[config.mk]
export PLATFORM = sky130hd
export DESIGN_NAME = floor_request_latch
export DESIGN_NICKNAME = d
export VERILOG_FILES = /design/src/rtl/floor_request_latch.sv
export SDC_FILE = /design/constraint.sdc
export NUM_CORES = 1
export LEC_CHECK = 0
export ABC_AREA = 1
export ABC_CLOCK_PERIOD_IN_PS = 2200
export CORE_ASPECT_RATIO = 1.1
export CORE_MARGIN = 4
export CORE_UTILIZATION = 41
export CTS_CLUSTER_SIZE = 30
export DETAILED_ROUTE_END_ITERATION = 8
export GPL_ROUTABILITY_DRIVEN = 0
export PLACE_DENSITY = 0.61
export SLEW_MARGIN = 20
export SYNTH_ARGS = -nofsm -noshare
export SYNTH_HDL_FRONTEND = slang
export SYNTH_SLANG_ARGS = --single-unit
[constraint.sdc]
create_clock -name clk -period 2.2 [get_ports clk]
set_clock_uncertainty 0.05 [all_clocks]
set_input_delay 0.22 -clock clk [delete_from_list [all_inputs] [get_ports clk]]
set_output_delay 0.22 -clock clk [all_outputs]
set_load 0.005 [all_outputs]
[src/rtl/floor_request_latch.sv]
// Floor-call button front end: synchronise, debounce and edge-detect each button,
// then hold a pending request until the elevator services that floor.
module floor_request_latch #(
  parameter int DEBOUNCE_CYCLES = 4,
  parameter int NUM_FLOORS      = 4
) (
  input  logic                  clk,
  input  logic                  reset,
  input  logic [NUM_FLOORS-1:0] btn,
  input  logic                  door_open,
  input  logic [1:0]            curr_floor,
  output logic [NUM_FLOORS-1:0] req,
  output logic [NUM_FLOORS-1:0] lamp,
  output logic [2:0]            req_count
);

  localparam int CW = $clog2(DEBOUNCE_CYCLES + 1);
  localparam logic [CW-1:0] TERM = CW'(DEBOUNCE_CYCLES - 1);

  logic [NUM_FLOORS-1:0] s1, s2, db;
  logic [NUM_FLOORS-1:0] rise, clr, req_next;
  logic [CW-1:0]         cnt [NUM_FLOORS];
  logic [2:0]            count_next;

  always_ff @(posedge clk or posedge reset) begin
    if (reset) begin
      s1 <= '0;
      s2 <= '0;
    end else begin
      s1 <= btn;
      s2 <= s1;
    end
  end

  // A level change is accepted only after DEBOUNCE_CYCLES consecutive mismatching samples.
  always_ff @(posedge clk or posedge reset) begin
    if (reset) begin
      db <= '0;
      for (int i = 0; i < NUM_FLOORS; i++) cnt[i] <= '0;
    end else begin
      for (int i = 0; i < NUM_FLOORS; i++) begin
        if (s2[i] == db[i]) begin
          cnt[i] <= '0;
        end else if (cnt[i] == TERM) begin
          db[i]  <= s2[i];
          cnt[i] <= '0;
        end else begin
          cnt[i] <= cnt[i] + 1'b1;
        end
      end
    end
  end

  // Clear dominates a same-cycle press so a call at the open-door floor is absorbed.
  always_comb begin
    rise       = '0;
    clr        = '0;
    req_next   = '0;
    count_next = '0;
    for (int i = 0; i < NUM_FLOORS; i++) begin
      rise[i]     = s2[i] && !db[i] && (cnt[i] == TERM);
      clr[i]      = door_open && (curr_floor == 2'(i));
      req_next[i] = (req[i] | rise[i]) & ~clr[i];
      count_next  = count_next + {2'b00, req_next[i]};
    end
  end

  always_ff @(posedge clk or posedge reset) begin
    if (reset) begin
      req       <= '0;
      req_count <= '0;
    end else begin
      req       <= req_next;
      req_count <= count_next;
    end
  end

  assign lamp = req;

endmodule

# Yosys cells after proc, flatten, opt, wreduce, memory -nomap -nowiden
# Index checks and enable logic that the tools add are counted.
[word_totals]
regBits = 31
inputBits = 9
out_inout_bits = 11
wordCells = 75
[op_classes]
n_addsub = 7
n_eq_ne = 11
mux = 8
bitwise = 16
n_reduce_logical = 21
[ops]
columns = ["op", "count"]
rows = [
  ["$mux 3", 8],
  ["$add 3x1->3 const B", 4],
  ["$eq 3x2->1 const B", 4],
  ["$logic_and 1x1->1", 12],
  ["$not 1->1", 8],
  ["$reduce_and 2->1", 4],
  ["$and 1x1->1", 4],
  ["$eq 1x1->1", 4],
  ["$eq 2x2->1 const B", 2],
  ["$logic_not 1->1", 4],
  ["$or 1x1->1", 4],
  ["$add 2x1->3", 1],
  ["$add 3x1->3", 1],
  ["$add 1x1->2", 1],
  ["$eq 2x1->1 const B", 1],
  ["$logic_not 2->1", 1],
]

# Depth between registers and ports, before layout
# Gate-level depths: netlist of run 1.
[logic_depth]
depth_word = 8
depth_mapped = 9
depth_no_buf = 9

# Least setup slack after synthesis of run 1
# OpenSTA, ideal clock, no wires.
[synth_timing]
path_type = "register -> register"
startpoint = "register cnt[9] in the netlist's numbering"
endpoint = "register req_count[1]"
setup_time_ps = 126
arrival_time_ps = 1709
required_ps = 2024
setup_slack_ps = 315
stages_incl_launch_ff = 9
path_buffers = 0
period_less_slack_ps = 1885
cell_sequence = "dfrtp_1 ha_1 nand3_1 nand2_1 nand2_1 inv_1 fa_1 ha_1 ha_1"
[synth_via]
elab_chain_cells = 7
[synth_rtl]
columns = ["item", "line_no", "source"]
rows = [
  ["start, declared", "22", "logic [CW-1:0] cnt [NUM_FLOORS];"],
  ["start signal, assigned by index", "48", "cnt[i] <= cnt[i] + 1'b1;"],
  ["$eq 3x2->1", "61", "rise[i] = s2[i] && !db[i] && (cnt[i] == TERM);"],
  ["$logic_and 1x1->1", "61", ""],
  ["$or 1x1->1", "63", "req_next[i] = (req[i] | rise[i]) & ~clr[i];"],
  ["$and 1x1->1", "63", ""],
  ["net req_next[0]", "21", "logic [NUM_FLOORS-1:0] rise, clr, req_next;"],
  ["$add 1x1->2", "64", "count_next = count_next + {2'b00, req_next[i]};"],
  ["$add 2x1->3", "64", ""],
  ["$add 3x1->3", "64", ""],
  ["net count_next[1]", "23", "logic [2:0] count_next;"],
  ["end signal, assigned", "74", "req_count <= count_next;"],
  ["end, declared", "14", "output logic [2:0] req_count"],
]
# The timed path passes the listed nets, and every way through them passes these cells.
# A chain may end at the register's enable or synchronous reset.

# Final worst setup path of run 1
[layout_timing]
startpoint = "register cnt[0] in the netlist's numbering"
endpoint = "register req_count[1]"
[layout_via]
elab_chain_cells = 5
[layout_rtl]
columns = ["item", "line_no"]
rows = [
  ["$eq 3x2->1", "61"],
  ["$logic_and 1x1->1", "61"],
  ["$or 1x1->1", "63"],
  ["$and 1x1->1", "63"],
  ["net req_next[3]", "21"],
  ["$add 3x1->3", "64"],
  ["net count_next[1]", "23"],
]
# The timed path passes the listed nets, and every way through them passes these cells.

==> impl.org, run 1 <==
** Synthesis
- Proportion of synthesized chip area in sequential cells :: 60.2%
- Synthesis handed over a netlist of 124 instances.
- In this run, synthesis produced a sequential element count of 31.
- In this run the cell area of the synthesized design comes to about 1300 µm².
- Library cell occupying the most area in the post-synthesis netlist :: sky130_fd_sc_hd__dfrtp_1
- Synthesized net count :: approximately 140
- Synthesized area per cell :: about 10 µm²
- The synthesized netlist devotes between 1.5 and 2% of its cell area to compound gates.
- Number of distinct library cells after synthesis :: 14
- Fraction of the mapped netlist area in adder cells :: between 10% and 20%
- Of the total synthesized cell area, the portion taken by XOR and XNOR cells is 0%.
- Yosys warning count :: 0
- Synth Area in Simple Gates :: approximately 16%
- After synthesis, the largest area contributor takes up about three fifths of total cell area.
- Sorting the synthesized cells by area gives the leading types as sky130_fd_sc_hd__dfrtp_1 (60%), sky130_fd_sc_hd__ha_1 (9.7%), sky130_fd_sc_hd__inv_1 (7.3%).
- Measured against the total synthesized area, the mux share comes to 0%.
- After synthesis, the largest family of logic cells by area is simple AND/OR/NAND/NOR gates.

** Clock network
- Buffers inserted to repair hold after CTS numbered 0.
- Post-CTS setup buffer count :: 0
- The H-tree was split into 2 levels.
- TritonCTS built the clock tree.
- Buffers inserted during clock tree synthesis total 5.
- Counting every sink on the clock net gives 31.
- Post_cts resized :: 0
- Clock latency on the worst-skew pair, taken at its later pin, is 0.32 ns.
- Clock Tree Root :: sky130_fd_sc_hd__clkbuf_4
- Clock-pin slew was measured on the worst setup and hold paths at 0.09 ns.
- The clock passes through at most 2 buffers.

** Worst setup path
- By instance count, the cell type seen most on the critical path is sky130_fd_sc_hd__ha_1.
- The worst register-to-register path ends at req_count[1].
- Data required time at the worst endpoint :: 2.36 ns
- STA puts the critical path data arrival time at 2.16 ns.
- STA classifies the critical path endpoint as a register.
- Grouping stages by cell kind, the critical path spends the most delay in adder cells.
- In this design, the stage delay of the slowest critical-path cell is between 0.4 and 0.5 ns.
- Maximum fanout encountered on the critical timing path :: 3
- Worst-path cell chain :: ha_1 -> nand3_1 -> a21oi_1 -> fa_1 -> ha_1 -> ha_1
- CP max stage cell :: sky130_fd_sc_hd__fa_1
- CP Buf/Inv Count :: 0
- The critical path is of the register to register type.
- Crit path launch type :: register
- In this run the critical register-to-register path is launched from cnt[0].
- Cells on worst reg2reg path :: 6
- Across all register-to-register paths, the minimum setup slack is 0.20 ns.

** Cells and area
- Ratio of cells with drive above 1 in the final layout :: 10.8%
- Across the whole layout, storage elements account for a little under 800 µm².
- Area Overhead vs Synth :: 21.7%
- Final-layout fill cell count :: 281
- The library cell used most frequently in the layout, excluding fill and tap cells, is sky130_fd_sc_hd__dfrtp_1.
- The number of antenna diodes in the final layout is 0.
- The net count of the finished layout is about 170.
- In the layout the commonest cells are sky130_fd_sc_hd__dfrtp_1 (31), sky130_fd_sc_hd__inv_1 (25), sky130_fd_sc_hd__clkdlybuf4s50_1 (19).
- Multi-input logic area :: roughly 370 µm²
- Final design area excluding fillers :: 1570 µm²
- Cells fill between 50% and 60% of the core in the end.

** Route
- Detailed-route DRC error count :: 0
- Via density per instance :: 4.61
- After detailed routing, the total wire length is approximately 2000 µm.
- DRT iter0 DRCs :: 11
- Residual antenna-violating net count after detailed routing :: 0
- DR vias :: 839
- The pre-antenna-repair detailed-routing pass consisted of 4 iterations.
- Dividing the detail-routed wire length by the instance count gives 10.9 µm.

** Power
- Design internal power :: 1.22 mW
- Maximum resistive drop on vdd :: 0.650 mV
- In this run the power density over the cells is 1130 nW/µm².
- Sequential cell fraction of total power :: 44.9%
- In this run the static leakage power is 0.806 nW.
- Switching Share :: between 30% and 40%
- Logic gate share of total power :: 34.1%
- The clock network burns between 20% and 30% of the power.
- The analysis attributes to net switching a power of around 0.56 mW.

** Placed design
- Once detailed placement completed, the half-perimeter wirelength came to around 1500 µm.
- After detailed placement, the total cell area comes to ~1500 µm².
- Prior to clock tree synthesis, the placed netlist has a worst setup slack of 0.0857 ns.
- Number of buffers added on ports :: 19

** Hold path
- In this run the worst hold path is classified as input pin to async pin.

** STA
- Unrepaired setup endpoints after global routing :: no
- Final critical path time including I/O delays and setup :: 2.00 ns
- Number of max-slew violations in the final report :: 0
- Worst slew margin relative to its limit :: 74.8%
- Setup slack on the critical path of the routed design comes to 0.198 ns.
- The number of failing hold endpoints at the final stage came to 0.
- Setup violations remaining at the end of the flow were counted as 0.
- Worst-Margin Slew :: 0.378 ns
- Sum of negative setup slack :: 0 ns
- In the finished design, the share of the clock period the worst path needs comes to 91.0%.
- Maximum clock frequency :: 499 MHz

** Global routing
- Antenna violations before repair :: 0
- Global routing used 12.0% of the available tracks.
- The first global-routing pass estimated roughly 3500 µm of wire.
- Grt total ovfl :: 0
- Pin count of the biggest net entering global routing :: 32
- The via count of the first global-routing pass is 876.

** Floorplanning
- The die covers slightly above 4000 µm².
- The core region is 3020 µm².
- Once the floorplan was initialized, standard cells occupied 42.7% of the core.
- Die Height :: around 67 µm
- 20 I/O pins were placed.
- Measured along the x axis, the die boundary spans 61.5 µm.
- The floorplan has 21 rows.

** Outcome
- Outcome :: finished, final reports clean

** Job
- Max capacitance violation total :: 0
==> area by class of cell <==
type,instances,area share [%]
Inverter,29,6.94
Clock buffer,8,4.39
Multi-Input combinational cell,60,23.9
Tap cell,34,2.71
Timing Repair Buffer,20,12.6
Sequential cell,31,49.5
==> worst register-to-register path: stages, from the launching register on <==
cell	delay (ns)
sky130_fd_sc_hd__dfrtp_1	0.38
sky130_fd_sc_hd__ha_1	0.21
sky130_fd_sc_hd__nand3_1	0.11
sky130_fd_sc_hd__a21oi_1	0.22
sky130_fd_sc_hd__fa_1	0.46
sky130_fd_sc_hd__ha_1	0.20
sky130_fd_sc_hd__ha_1	0.27
==> synthesized netlist by cell type <==
cell type and n:
sky130_fd_sc_hd__dfrtp_1 31, sky130_fd_sc_hd__inv_1 25, sky130_fd_sc_hd__nand2_1 17, sky130_fd_sc_hd__ha_1 10, sky130_fd_sc_hd__nand3_1 10, sky130_fd_sc_hd__nor2_1 8
sky130_fd_sc_hd__nor3_1 6, sky130_fd_sc_hd__buf_4 4, sky130_fd_sc_hd__inv_2 4, sky130_fd_sc_hd__a21oi_1 2, sky130_fd_sc_hd__nor2_2 2, sky130_fd_sc_hd__nor2_4 2
sky130_fd_sc_hd__o21ai_1 2, sky130_fd_sc_hd__fa_1 1
==> power groups by stage <==
stage	sequential (mW)	combinational, mW	clock, mW
4_1_cts	0.799	0.625	0.386
2_1_floorplan	0.797	0.390	0
6_report	0.796	0.604	0.374
3_5_place_dp	0.811	0.618	0
5_1_grt	0.815	0.705	0.415
3_3_place_gp	0.803	0.598	0
==> registers in the layout, summed over array words and instances, names as in the netlist <==
register / count
lamp: 4
cnt: 12
s2: 4
db: 4
s1: 4
req_count: 3
==> kinds of logic (layout without fill, tap and decap cells) <==
logic type	count (synthesis)	in the layout
AOI/OAI and AO/OA	4	4
buffers and inverters	33	57
and+or+nand+nor	45	45
DFF	31	31
adders and majority gates	11	11
==> worst max path at each step <==
stage,from,endpoint,cells past startpoint
6_report,cnt[0],req_count[1],6
5_1_grt,cnt[0],req_count[1],6
4_1_cts,cnt[0],req_count[1],6
3_5_place_dp,curr_floor[0],req_count[1],7
3_3_place_gp,door_open,req_count[1],7
2_1_floorplan,cnt[9],req_count[1],8
==> metal layers <==
layer  vias to the layer above  global-route usage, %  wire, µm
li1                        417                      -         -
met4                         0                   7.16        56
met3                         7                   4.07       105
met5                         -                      0         0
met2                        19                   20.0       986
met1                       396                   12.9       843
==> per-stage QoR <==
step	std cells	hold WS, ns	power [mW]
floorplan	124	0.201	1.19
global placement	174	0.284	1.40
detailed placement	174	0.288	1.43
CTS	182	0.216	1.81
global route	182	0.231	1.93
finish	182	0.212	1.77
(Power assumes the default switching activity.)
==> run 2: changes to the inputs <==
--- a/config.mk
+++ b/config.mk
@@ -5,15 +5,14 @@
 export SDC_FILE = /design/constraint.sdc
 export NUM_CORES = 1
 export LEC_CHECK = 0
-export ABC_AREA = 1
-export ABC_CLOCK_PERIOD_IN_PS = 2200
+export ABC_CLOCK_PERIOD_IN_PS = 1800
 export CORE_ASPECT_RATIO = 1.1
 export CORE_MARGIN = 4
 export CORE_UTILIZATION = 41
 export CTS_CLUSTER_SIZE = 30
 export DETAILED_ROUTE_END_ITERATION = 8
 export GPL_ROUTABILITY_DRIVEN = 0
-export PLACE_DENSITY = 0.61
+export PLACE_DENSITY = 0.63
 export SLEW_MARGIN = 20
 export SYNTH_ARGS = -nofsm -noshare
 export SYNTH_HDL_FRONTEND = slang
==> constraint.sdc (replaced) <==
create_clock -name clk -period 1.8 [get_ports clk]
set_clock_uncertainty 0.05 [all_clocks]
set_input_delay 0.18 -clock clk [delete_from_list [all_inputs] [get_ports clk]]
set_output_delay 0.18 -clock clk [all_outputs]
set_load 0.005 [all_outputs]
==> run 2 against run 1 <==
- the run now ends with negative setup slack left
- first-iteration DRC count stayed put
- flip-flop and latch count did not move
- maximum frequency up 1.1%
- wire length decreased by 0.50%
- area after synthesis down 1.7%
- clock-buffer cell count decreased by 2
- register-to-register slack worse by 0.38 ns
- clock power is 8.6% lower
- critical endpoint unchanged
==> impl.org, run 2 <==
** Outcome
- The run finished, with violations left.
- Failing checks :: negative setup slack

** Route
- For this run, the detailed router's first-pass iteration total came to 3.
- Via density per instance :: 4.77
- The routed layout has 734 vias.
- DRT iter0 DRCs :: 11
- In the final routed layout, each cell accounts on average for ~13 µm.
- The final layout contains routed wiring with a total length of 1980 µm.
- The count of nets left with antenna violations once routing finished came out at 0.
- Detailed-route DRC error count :: 0

** STA
- Number of max-slew violations in the final report :: 0
- Final count of negative-setup-slack endpoints :: 3
- Count of final hold-check violations :: 0
- After routing, the total negative slack on setup checks comes to -0.363 ns.
- For the finished layout, the period the worst path requires is just under 2 ns.
- Across all hold checks on the routed design, the worst slack comes to 0.189 ns.
- Post-route worst setup slack :: -0.180 ns
- Dividing the final minimum period by the clock period gives 110%.
- Worst slew margin relative to its limit :: 74.8%
- Setup repair after global routing could not meet its margin everywhere.
- Maximum clock frequency :: ~510 MHz
- For the pin with the worst max-slew slack, the measured transition is between 0.3 and 0.4 ns.

** Worst setup path
- CP arrival :: 2.20 ns
- The largest individual stage delay along the critical path comes from the cell sky130_fd_sc_hd__fa_1.
- The critical path is of the register to register type.
- Delay of the slowest cell on the worst path :: 0.48 ns
- Crit path launch type :: register
- Type of element capturing the critical path :: register
- Along the worst path, the maximum fanout reaches 4.
- Traced cell by cell, the critical path runs through ha_2 -> and3b_1 -> o22a_1 -> fa_1 -> ha_4 -> ha_4.
- Reg-to-reg startpoint :: cnt[0]
- For the worst setup path, the data required time is 2.02 ns.
- Tracing the worst setup path back leads to its startpoint at cnt[0].
- Most numerous cell on the critical path :: sky130_fd_sc_hd__ha_4

** Placed design
- Detailed placer's ending HPWL :: 1420 µm
- Timing analysis after detailed placement gives a worst setup slack of -0.284 ns.
- Buffers placed on the I/O ports in this run total 19.

** Floorplanning
- Floorplan row count :: 20
- Die Height :: 66.3 µm
- Floorplan die width :: 61.0 µm
- During I/O placement, the number of pins put on the boundary was 20.
- Placeable core region :: roughly 2900 µm²
- The die covers 4050 µm².
- For this configuration, the core starts out at a cell density of roughly 44%.

** Synthesis
- After synthesis, the most frequently instantiated cells are sky130_fd_sc_hd__dfrtp_1 (31), sky130_fd_sc_hd__ha_1 (10), sky130_fd_sc_hd__inv_1 (6), sky130_fd_sc_hd__nor2b_1 (6), sky130_fd_sc_hd__nor3b_1 (6).
- After synthesis, the share of flip-flops with an asynchronous set or reset is 100%.
- Cell area after technology mapping :: 1270 µm²
- Proportion of synthesized chip area in sequential cells :: 61.2%
- Largest cells by area after synthesis :: sky130_fd_sc_hd__dfrtp_1 (61%), sky130_fd_sc_hd__ha_1 (9.9%), sky130_fd_sc_hd__mux2_4 (4.7%)
- Synthesis-stage register bit count :: 31
- Most common cell in the netlist :: sky130_fd_sc_hd__dfrtp_1
- Proportion of netlist area held by the largest area contributor :: 61.2%
- Counting every instance in the synthesized netlist gives 86.
- The synthesized design contains 0 enable-type register cells.
- Synthesized area per cell :: 14.7 µm²
- Number of distinct library cells after synthesis :: 15
- The biggest area contributor in the post-synthesis netlist is sky130_fd_sc_hd__dfrtp_1.
- Flip-flop cell with the highest count after synthesis :: sky130_fd_sc_hd__dfrtp_1
- During synthesis, Yosys emitted a total of 0 warnings.
- When the netlist entered floorplanning its net count stood at 106.

** Cells and area
- The library cell used most frequently in the layout, excluding fill and tap cells, is sky130_fd_sc_hd__dfrtp_1.
- Of the cells placed in the final design, the portion with a size suffix greater than 1 is 30.6%.
- The final layout contains 142 nets.
- Counting flops per register, the top entry is cnt.
- Final-layout fill cell count :: 250
- Area Overhead vs Synth :: 31.1%
- The number of antenna diodes in the final layout is 0.
- The library cells used most frequently in the layout, excluding fill and tap cells, are sky130_fd_sc_hd__dfrtp_1 (31), sky130_fd_sc_hd__clkdlybuf4s50_1 (19), sky130_fd_sc_hd__buf_4 (14).
- The register with the most flip-flops in the layout has 12 of them.

** Power
- Static power due to leakage :: around 0.8 nW
- Design internal power :: 1.57 mW
- Switching Share :: 28.5%
- The clock network burns around 16% of the power.
- Switching component of the power :: 0.628 mW
- Power spread over the standard cell area amounts to 1330 nW/µm².
- Registers are responsible for 44.8% of the overall power.
- Logic gate share of total power :: 39.6%
- Maximum resistive drop on vdd :: 0.720 mV

** Global routing
- Entering global routing, the biggest net connects 32 pins.
- The via count of the first global-routing pass came to slightly below 800.
- Grt total ovfl :: 0
- Total GRT Usage :: 12.2%
- The first global-routing pass estimated 3480 µm of wire.
- The number of antenna violations at the first check in global routing is 0.

** Clock network
- In this run the deepest clock path goes through 2 buffers.
- Number of sinks driven by the clock tree :: 31
- Clock tree synthesis inserted a total of 5 buffers.
- TritonCTS built the clock tree.
- Clock-pin slew reported for the worst setup and hold paths after clock tree synthesis :: approximately 0.080 ns
- H-Tree Level Count :: 2
- The later pin in the worst-skew pair is clocked with a latency of 0.32 ns.
- Clock Tree Root :: sky130_fd_sc_hd__clkbuf_4

** Hold path
- Worst min-delay path category :: input pin to async pin

** Job
- Max-cap violations in this run came to 0.
-- run 2: cell families after synthesis --
| group | after synthesis | synth area share (%) |
|---|---|---|
| buf+inv | 10 | 4.15 |
| simple gates | 26 | 15.7 |
| fa+ha+maj | 11 | 11.5 |
| compound gates | 4 | 2.76 |
| mux | 4 | 4.74 |
| flops | 31 | 61.2 |
-- run 2: path summary, 6_finish.rpt --
path / to / slack (ns) / cells after the start
min in group clk: s1[1] / 0.24 / 1
max in group asynchronous: s1[0] / 1.23 / 3
worst max register to register: req_count[1] / -0.18 / 6
worst min register to register: s2[3] / 0.30 / 0
worst min-delay path: s2[2] / 0.19 / 3
worst max-delay path: req_count[1] / -0.18 / 6
-- run 2: through the flow --
step / cells / utilization [%] / cell area (µm²) / power, mW
floorplan: 86 / - / 1290 / 1.47
global placement: 142 / 54.3 / 1550 / 1.73
detailed placement: 142 / 54.3 / 1550 / 1.76
CTS: 151 / 57.5 / 1640 / 2.21
global route: 154 / 58.2 / 1660 / 2.39
finish: 154 / 58.2 / 1660 / 2.20
-- run 2: per-layer routing --
layer | part of all wire [%] | track usage (%) | up-vias
met1 | 47 | 15.2 | 348
li1 | - | - | 360
met4 | 2.0 | 4.88 | 0
met3 | 7.7 | 6.64 | 5
met2 | 43 | 17.4 | 21
met5 | 0 | 0 | -
-- run 2: timing repair --
item / in CTS / in global routing
hold buffers: 0 / 0
resized for setup: 4 / 1
buffers inserted: 3 / 3
setup endpoints to repair: 3 / 3
pin swaps: 5 / 0
-- run 2: worst max-delay path: cells and delay by family, from the launching register on --
| kind | cells | cell delay, ns |
|---|---|---|
| flops | 1 | 0.39 |
| simple gates | 1 | 0.18 |
| fa+ha+maj | 4 | 1.11 |
| compound gates | 1 | 0.21 |
-- run 2: cell type report --
cell class	count	area [µm²]	area share, %
sequential	31	776	46.7
inverter	6	22.5	1.36
tap	33	41.3	2.48
clock buffer	6	41.3	2.48
multi-input combinational	45	485	29.2
timing repair buffer	33	295	17.8
-- run 2: power groups by stage --
stage	logic (mW)	clock network (mW)	registers, mW
6_report	0.873	0.342	0.987
5_1_grt	0.982	0.399	1.01
4_1_cts	0.857	0.362	0.989
3_5_place_dp	0.764	0	1.00
3_3_place_gp	0.743	0	0.991
2_1_floorplan	0.490	0	0.982
